--- src/rtl/dp_pkg.sv ---
// Shared constants for the 16-bit datapath: sequencer states, opcode/function
// fields and register-file write-destination codes.
package dp_pkg;

  typedef enum logic [2:0] {
    StIdle   = 3'd0,
    StFetch  = 3'd1,
    StDecode = 3'd2,
    StExec   = 3'd3,
    StWait   = 3'd4,
    StWb     = 3'd5,
    StHalt   = 3'd6,
    StError  = 3'd7
  } state_e;

  localparam logic [3:0] OP_RTYPE = 4'h0;
  localparam logic [3:0] OP_HALT  = 4'hF;
  localparam logic [3:0] FN_MUL   = 4'h4;
  localparam logic [3:0] FN_DIV   = 4'h5;

  localparam logic [1:0] WD_NONE   = 2'b00;
  localparam logic [1:0] WD_RD     = 2'b01;
  localparam logic [1:0] WD_RD_R15 = 2'b10;
  localparam logic [1:0] WD_RSVD   = 2'b11;

  // Ops that run on the iterative multiply/divide unit and need the ALU handshake.
  function automatic logic is_multicycle(input logic [3:0] op, input logic [3:0] fn);
    return (op == OP_RTYPE) && ((fn == FN_MUL) || (fn == FN_DIV));
  endfunction

endpackage

--- src/rtl/timeout_counter.sv ---
// Clearable up-counter that flags when it holds TIMEOUT-1; bounds how long the
// sequencer waits on the multi-cycle ALU.
module timeout_counter #(
  parameter int unsigned TIMEOUT = 32
) (
  input  logic clk_i,
  input  logic rst_i,
  input  logic clr_i,
  input  logic en_i,
  output logic term_o
);

  localparam logic [7:0] TermVal = 8'(TIMEOUT - 1);

  logic [7:0] cnt_q, cnt_d;

  always_comb begin
    cnt_d = cnt_q;
    if (clr_i) begin
      cnt_d = '0;
    end else if (en_i) begin
      cnt_d = cnt_q + 8'd1;
    end
  end

  always_ff @(posedge clk_i) begin
    if (rst_i) begin
      cnt_q <= '0;
    end else begin
      cnt_q <= cnt_d;
    end
  end

  assign term_o = (cnt_q == TermVal);

endmodule

--- src/rtl/datapath_sequencer.sv ---
// Fetch/decode/execute/write-back controller for the 16-bit datapath; gates PC
// updates and register writes and handshakes with the multi-cycle ALU.
module datapath_sequencer
  import dp_pkg::*;
#(
  parameter int unsigned TIMEOUT = 32,
  parameter int unsigned CNT_W   = 16
) (
  input  logic             CLOCK,
  input  logic             CLEAR,
  input  logic             START,
  input  logic [3:0]       OPCODE,
  input  logic [3:0]       FUNC,
  input  logic [1:0]       WRITEDST_IN,
  input  logic             ALU_DONE,
  output logic             PC_EN,
  output logic             IR_LOAD,
  output logic             ALU_START,
  output logic [1:0]       WRITEDST,
  output logic             HALTED,
  output logic             ERROR,
  output logic [2:0]       STATE,
  output logic [CNT_W-1:0] RETIRED
);

  state_e           state_q, state_d;
  logic [CNT_W-1:0] retired_q, retired_d;
  logic             tmo_clr, tmo_en, tmo_term;

  timeout_counter #(
    .TIMEOUT(TIMEOUT)
  ) u_timeout (
    .clk_i (CLOCK),
    .rst_i (CLEAR),
    .clr_i (tmo_clr),
    .en_i  (tmo_en),
    .term_o(tmo_term)
  );

  always_comb begin
    state_d   = state_q;
    retired_d = retired_q;
    ALU_START = 1'b0;
    WRITEDST  = WD_NONE;
    tmo_clr   = 1'b0;
    tmo_en    = 1'b0;
    unique case (state_q)
      StIdle: begin
        if (START) state_d = StFetch;
      end
      StFetch: state_d = StDecode;
      StDecode: begin
        if (OPCODE == OP_HALT) begin
          state_d = StHalt;
        end else if (is_multicycle(OPCODE, FUNC)) begin
          state_d   = StWait;
          ALU_START = 1'b1;
          tmo_clr   = 1'b1;
        end else begin
          state_d = StExec;
        end
      end
      StExec: state_d = StWb;
      StWait: begin
        tmo_en = 1'b1;
        // A result arriving on the last allowed cycle still wins over the timeout.
        if (ALU_DONE) begin
          state_d = StWb;
        end else if (tmo_term) begin
          state_d = StError;
        end
      end
      StWb: begin
        WRITEDST  = (WRITEDST_IN == WD_RSVD) ? WD_NONE : WRITEDST_IN;
        retired_d = retired_q + CNT_W'(1);
        state_d   = StFetch;
      end
      StHalt:  state_d = StHalt;
      StError: state_d = StError;
      default: state_d = StIdle;
    endcase
  end

  always_ff @(posedge CLOCK) begin
    if (CLEAR) begin
      state_q   <= StIdle;
      retired_q <= '0;
    end else begin
      state_q   <= state_d;
      retired_q <= retired_d;
    end
  end

  assign PC_EN   = (state_q == StWb);
  assign IR_LOAD = (state_q == StFetch);
  assign HALTED  = (state_q == StHalt);
  assign ERROR   = (state_q == StError);
  assign STATE   = state_q;
  assign RETIRED = retired_q;

endmodule

--- config.mk ---
export PLATFORM = sky130hd
export DESIGN_NAME = datapath_sequencer
export DESIGN_NICKNAME = d
export VERILOG_FILES = /design/src/rtl/dp_pkg.sv /design/src/rtl/timeout_counter.sv /design/src/rtl/datapath_sequencer.sv
export SDC_FILE = /design/constraint.sdc
export NUM_CORES = 1
export LEC_CHECK = 0
export CAP_MARGIN = 20
export CORE_MARGIN = 5
export CORE_UTILIZATION = 42
export DETAILED_ROUTE_END_ITERATION = 16
export GPL_TIMING_DRIVEN = 0
export PLACE_DENSITY = 0.75
export SLEW_MARGIN = 20
export SYNTH_ARGS = -nofsm -noshare
export SYNTH_HDL_FRONTEND = slang
export SYNTH_SLANG_ARGS = --single-unit
--- constraint.sdc ---
create_clock -name CLOCK -period 1.7 [get_ports CLOCK]
set_clock_uncertainty 0.1 [all_clocks]
set_input_delay 0.17 -clock CLOCK [delete_from_list [all_inputs] [get_ports CLOCK]]
set_output_delay 0.17 -clock CLOCK [all_outputs]
set_load 0.01 [all_outputs]
; ---- Word level (Yosys, flattened, before mapping)
; Cells that the tools add are included.
[word_totals]
romBits = 0
output_inout_bits = 26
mem_count = 0
reg_bits = 27
latch_bits = 0
wordCells = 37
input_bits = 14
mem_bits_rw = 0
[classes]
order_cmp = 0
reduce_logical = 6
muxes = 12
eq_ne = 14
shifts = 0
n_bitwise = 0
n_div = 0
mul = 0
n_addsub = 2
[ops]
columns = op, count
row1 = 3-bit one-hot mux with 8 select lines, 1
row2 = 16-bit by 1-bit adder with 16-bit output (second input constant), 1
row3 = 3-bit 2-to-1 mux, 5
row4 = 3-bit == test (second input constant), 4
row5 = 8-bit by 1-bit adder with 8-bit output (second input constant), 1
row6 = 4-bit by 3-bit == test with 1-bit output (second input constant), 2
row7 = 8-bit by 5-bit == test with 1-bit output (second input constant), 1
row8 = 3-bit by 2-bit == test with 1-bit output (second input constant), 2
row9 = 4-bit == test (second input constant), 1
row10 = 4-bit logical NOT, 1
row11 = 1-bit 2-to-1 mux, 4
row12 = 2-bit 2-to-1 mux, 2
row13 = 3-bit by 1-bit == test with 1-bit output (second input constant), 1
row14 = 3-bit logical NOT, 1
row15 = 3-bit != test (second input constant), 1
row16 = 2-bit == test (second input constant), 1
row17 = 2-bit != test (second input constant), 1
row18 = 2-bit AND reduction, 1
row19 = 2-bit OR reduction, 1
row20 = 1-bit logical AND, 1
row21 = 1-bit logical OR, 1

; ---- Logic depth before layout (Yosys ltp)
[logic_depth]
ltp_word = 7
ltp_mapped = 7

; ---- Cells and area by module
; Synthesis repeated with hierarchy kept, for this count alone.
[unflattened]
cells_unflattened = 157
area_unflattened_um2 = 1356.3
[modules_own_cells]
columns = mod, instances, cells_each, area_per_inst_um2, seq_area_each_um2
row1 = datapath_sequencer, 1, 117, 998.5, 380.4
row2 = timeout_counter, 1, 40, 357.8, 160.2

; ---- Worst setup path after synthesis
; Ideal clock, no wire load.
[synth_path]
path_type = register to register
start = register retired_q[3] (netlist: RETIRED[3])
end = register retired_q[13] (netlist: RETIRED[13])
t_arrival_ps = 1621
period_less_slack_ps = 1791
required_time_ps = 1530
setup_time_ps = 70
slack_ps = -91
stages_incl_launch_ff = 6
path_buffers = 1
path_cell_list = dfxtp_1 > nand4_2 > or3_1 > buf_2 > or4_1 > a21oi_1
[synth_between]
elab_chain_cells = 1
[synth_rtl]
columns = element, line_no
row1 = from (decl), datapath_sequencer.sv:27  ; logic [CNT_W-1:0] retired_q, retired_d;
row2 = from (signal assigned), datapath_sequencer.sv:90  ; retired_q <= retired_d;
row3 = 16-bit by 1-bit adder with 16-bit output, datapath_sequencer.sv:75  ; retired_d = retired_q + CNT_W'(1);
; Every way passes these cells.
; A chain may end at the register's enable or synchronous reset.

; ---- Final worst setup path
[layout_path]
start = register state_q[0] (netlist: STATE[0])
end = register state_q[0] (netlist: STATE[0])
[layout_between]
elab_chain_cells = 3
word_cells_on_any_way = 12
classes_between = 9 x eq/ne / 1 x mux / 2 x reduce/logical
[layout_rtl]
columns = element, line_no
row1 = from (decl), datapath_sequencer.sv:26  ; state_e state_q, state_d;
row2 = from (signal assigned), datapath_sequencer.sv:86  ; state_q <= StIdle;
row3 = from (signal assigned), datapath_sequencer.sv:89  ; state_q <= state_d;
row4 = 3-bit == test or 3-bit logical NOT (tied branches), datapath_sequencer.sv:47  ; unique case (state_q)
row5 = 3-bit != test (no source line) or 2-bit != test (tied branches), --
row6 = 2-bit AND reduction (no source line), --
; Several ways; a longest one is shown, not always the timed one.

==> summary.md <==
- **Overall Power** 0.00111 W
- **Die Y** 66.6 µm
- **final net count** 234
- **number of search-and-repair iterations in the first detailed-routing pass** 4
- **first-pass GRT wire length** 5.99 mm
- **Distinct cells, synth** 34
- **number of hold violations in the final report** 0
- **die area** 4430 µm²
- **Max-slew headroom** 0.633
- **instance count along the most critical hold path** 2
- **cell-by-cell listing of the critical path** buf_4, or3b_4, o311ai_1, nor3_1
- **TritonCTS clock tree** yes
- **net count of the mapped netlist** 176
- **worst-case hold path end point** RETIRED[14]
- **RR Startpoint** STATE[0]
- **fraction of synthesized cell area taken by the top area cell type** 0.402
- **vias after detailed routing** 1,403
- **routing layer with the top usage in global route** met2
- **Boundary Pins** 40
- **unrepaired setup endpoints after global routing** true
- **H-tree depth** 1
- **post-route cell area** 2080 µm²
- **critical path endpoint category** flip-flop
- **CTS hold repair buffers** 0
- **leading cell type in the layout, fill and taps excluded** clkdlybuf4s50_1
- **Longest Clk Path Bufs** 2
- **aggregate global-route resource usage** 0.173
- **post-DR vias/cell** 5.38
- **DR iter-0 viols** 132
- **cell chosen for the clock root** clkbuf_4
- **flip-flop and latch count after synthesis** 27
- **Die X** 66.6 µm
- **total clock sinks** 27
- **num rows** 20
- **worst-margin pin slew** 0.551 ns
- **CP peak stage delay** 0.44 ns
- **cells on worst reg2reg path** 4
- **synthesized instance count** 160
- **DRT Wirelength** 3.68 mm
- **antenna violations before repair** 0
- **time the final worst path needs with I/O delays and setup** 1.67 ns
- **total leakage power** 0.812 nW
- **ratio of total power to cell area** 533 nW/µm²
- **number of global-route vias before repair** 1,373
- **grt ovf** 0
- **met2 Resource Use GR** 0.327
- **CORE AREA** 3050 µm²
- **leading cell types in the layout, fill and taps excluded** clkdlybuf4s50_1 (20), nor2_1 (19), buf_4 (18)
- **average routed wire per standard cell** 14.1 µm
- **highest ir drop seen on vdd** 0.388 mV
- **biggest area consumer among synthesized cells** dfxtp_1
- **final-report max-slew violation count** 0
- **Detail Route Antenna Nets** 0
- **Max Clk Rate** 0.597 GHz
- **source of the worst hold timing path** CLEAR
- **sequential share of the synthesized area** 0.402
- **worst hold margin** 0.173 ns
- **antenna diode count** 0
- **Critical R2R Capture** STATE[0]
- **detailed-placement wirelength estimate** 2.45 mm
- **pre-CTS setup slack** -0.774 ns
- **per-instance average area after synthesis** 8.41 µm²
- **master of the slowest instance on the critical path** or3b_4
- **total of max-cap violations** 0
- **met3 usage in global routing** 0.0455
- **share of final-layout standard cells stronger than drive strength 1** 0.346
- **data required time at the worst endpoint** 1.84 ns
- **Register-to-Register Setup Slack** 0.03 ns
- **initial core utilization** 0.441
- **worst skew pair latency** 0.34 ns
- **data arrival time of the critical path** 1.82 ns
- **final critical-path share of the clock period** 0.985
- **global routing met1 resource utilization** 0.190
- **type of the worst setup path** flip-flop to flip-flop
- **number of buffers added by the clock tree synthesis step** 3
- **signed area change from the synthesized netlist to the final layout** 54.6%
- **clock transition at the registers of the reported paths** 0.16 ns
- **total cell area at the placement stage** 1790 µm²
- **Setup-failing EPs final** 0
- **worst min-delay path class** input pin to flip-flop
- **largest net degree at the start of global routing** 17
- **cell types occupying the most area after synthesis** dfxtp_1 (40%), xnor2_1 (7.2%), nor2_1 (5.3%)
- **number of remaining DRC errors** 0
- **IO buf count** 37
- **final setup margin** 0.0255 ns
- **startpoint types** flip-flop
- **status** complete, no violations
- **crit path max fanout** 10
- **Syn Std Cell Area** 1350 µm²
- **total of warnings raised by yosys** 0
- **routability cong.** 0.844
-- logic make-up (layout without fill, tap and decap cells) --
logic type,count (synthesis),after routing,share of synthesized area
AO/OA/AOI/OAI,20,20,0.0958
XOR/XNOR,17,17,0.111
adder cells (fa/ha/maj),2,2,0.0186
flip-flops,27,27,0.402
buffers and inverters,13,70,0.0391
AND/OR/NAND/NOR,81,81,0.334
-- worst max path at each step --
| stage | start | slack, ns | cells past startpoint | end |
|---|---|---|---|---|
| 2_1_floorplan | STATE[1] | -0.02 | 6 | RETIRED[13] |
| 3_3_place_gp | OPCODE[2] | -0.75 | 5 | ALU_START |
| 3_5_place_dp | OPCODE[2] | -0.77 | 5 | ALU_START |
| 4_1_cts | STATE[2] | -0.02 | 6 | RETIRED[13] |
| 5_1_grt | RETIRED[6] | -0.03 | 5 | RETIRED[14] |
| 6_report | STATE[0] | 0.03 | 4 | STATE[0] |
-- Yosys cell counts (all sizes together) --
library cell   n
dfxtp         27
nor2          19
nand2         12
xnor2         11
a21oi          9
nand4          9
nor3           7
or3            7
xor2           6
buf            5
inv            5
nand3          5
o21ai          5
nor3b          4
nor4           4
clkbuf         3
o31ai          3
or4            3
and3           2
ha             2
nand2b         2
or2            2
a31oi          1
and2           1
nand3b         1
nor2b          1
o21a           1
o311ai         1
or3b           1
or4b           1
-- stage by stage --
stage | TNS, ns | util | cells
global placement | -5.54 | 0.586 | 241
finish | 0 | 0.681 | 261
global route | -0.0532 | 0.681 | 261
CTS | -0.0182 | 0.661 | 261
detailed placement | -6.03 | 0.586 | 241
floorplan | -0.0215 | - | 160
-- critical path: cells and delay by family, from the launching register on --
kind | cells | cell delay [ns]
compound gates | 1 | 0.40
buf+inv | 1 | 0.17
flops | 1 | 0.37
simple gates | 2 | 0.53
-- sequential cells by signal, indices dropped and copies added, names as in the netlist --
register and count:
RETIRED 16, STATE 3, u_timeout.cnt_q 8
-- repair_timing --
| action | 4_1_cts | 5_1_grt |
|---|---|---|
| pin swaps | 9 | 5 |
| endpoints found under the setup margin | 22 | 20 |
| resized for setup | 66 | 24 |
| setup buffers | 18 | 1 |
-- final cells by class --
cell class                 count  area (µm²)
buffer                         5        43.8
tap                           44        55.1
clock buffer                   3        22.5
fill                         257         973
clock inverter                 1        7.51
timing repair buffer          56         492
sequential                    27         576
inverter                       5        18.8
multi-input combinational    120         865
-- routing by layer --
metal,up-vias,routed length (µm)
li1,679,-
met1,673,1430
met2,43,2010
met3,8,190
met4,0,57
met5,-,0
-- report_power, final --
| group | leakage, nW | internal [W] | switching (W) |
|---|---|---|---|
| clock network | 0.0139 | 0.0000902 | 0.000203 |
| logic | 0.571 | 0.0000871 | 0.0000783 |
| registers | 0.228 | 0.000637 | 0.0000128 |
Note: power is estimated with default switching activity, not from simulation.
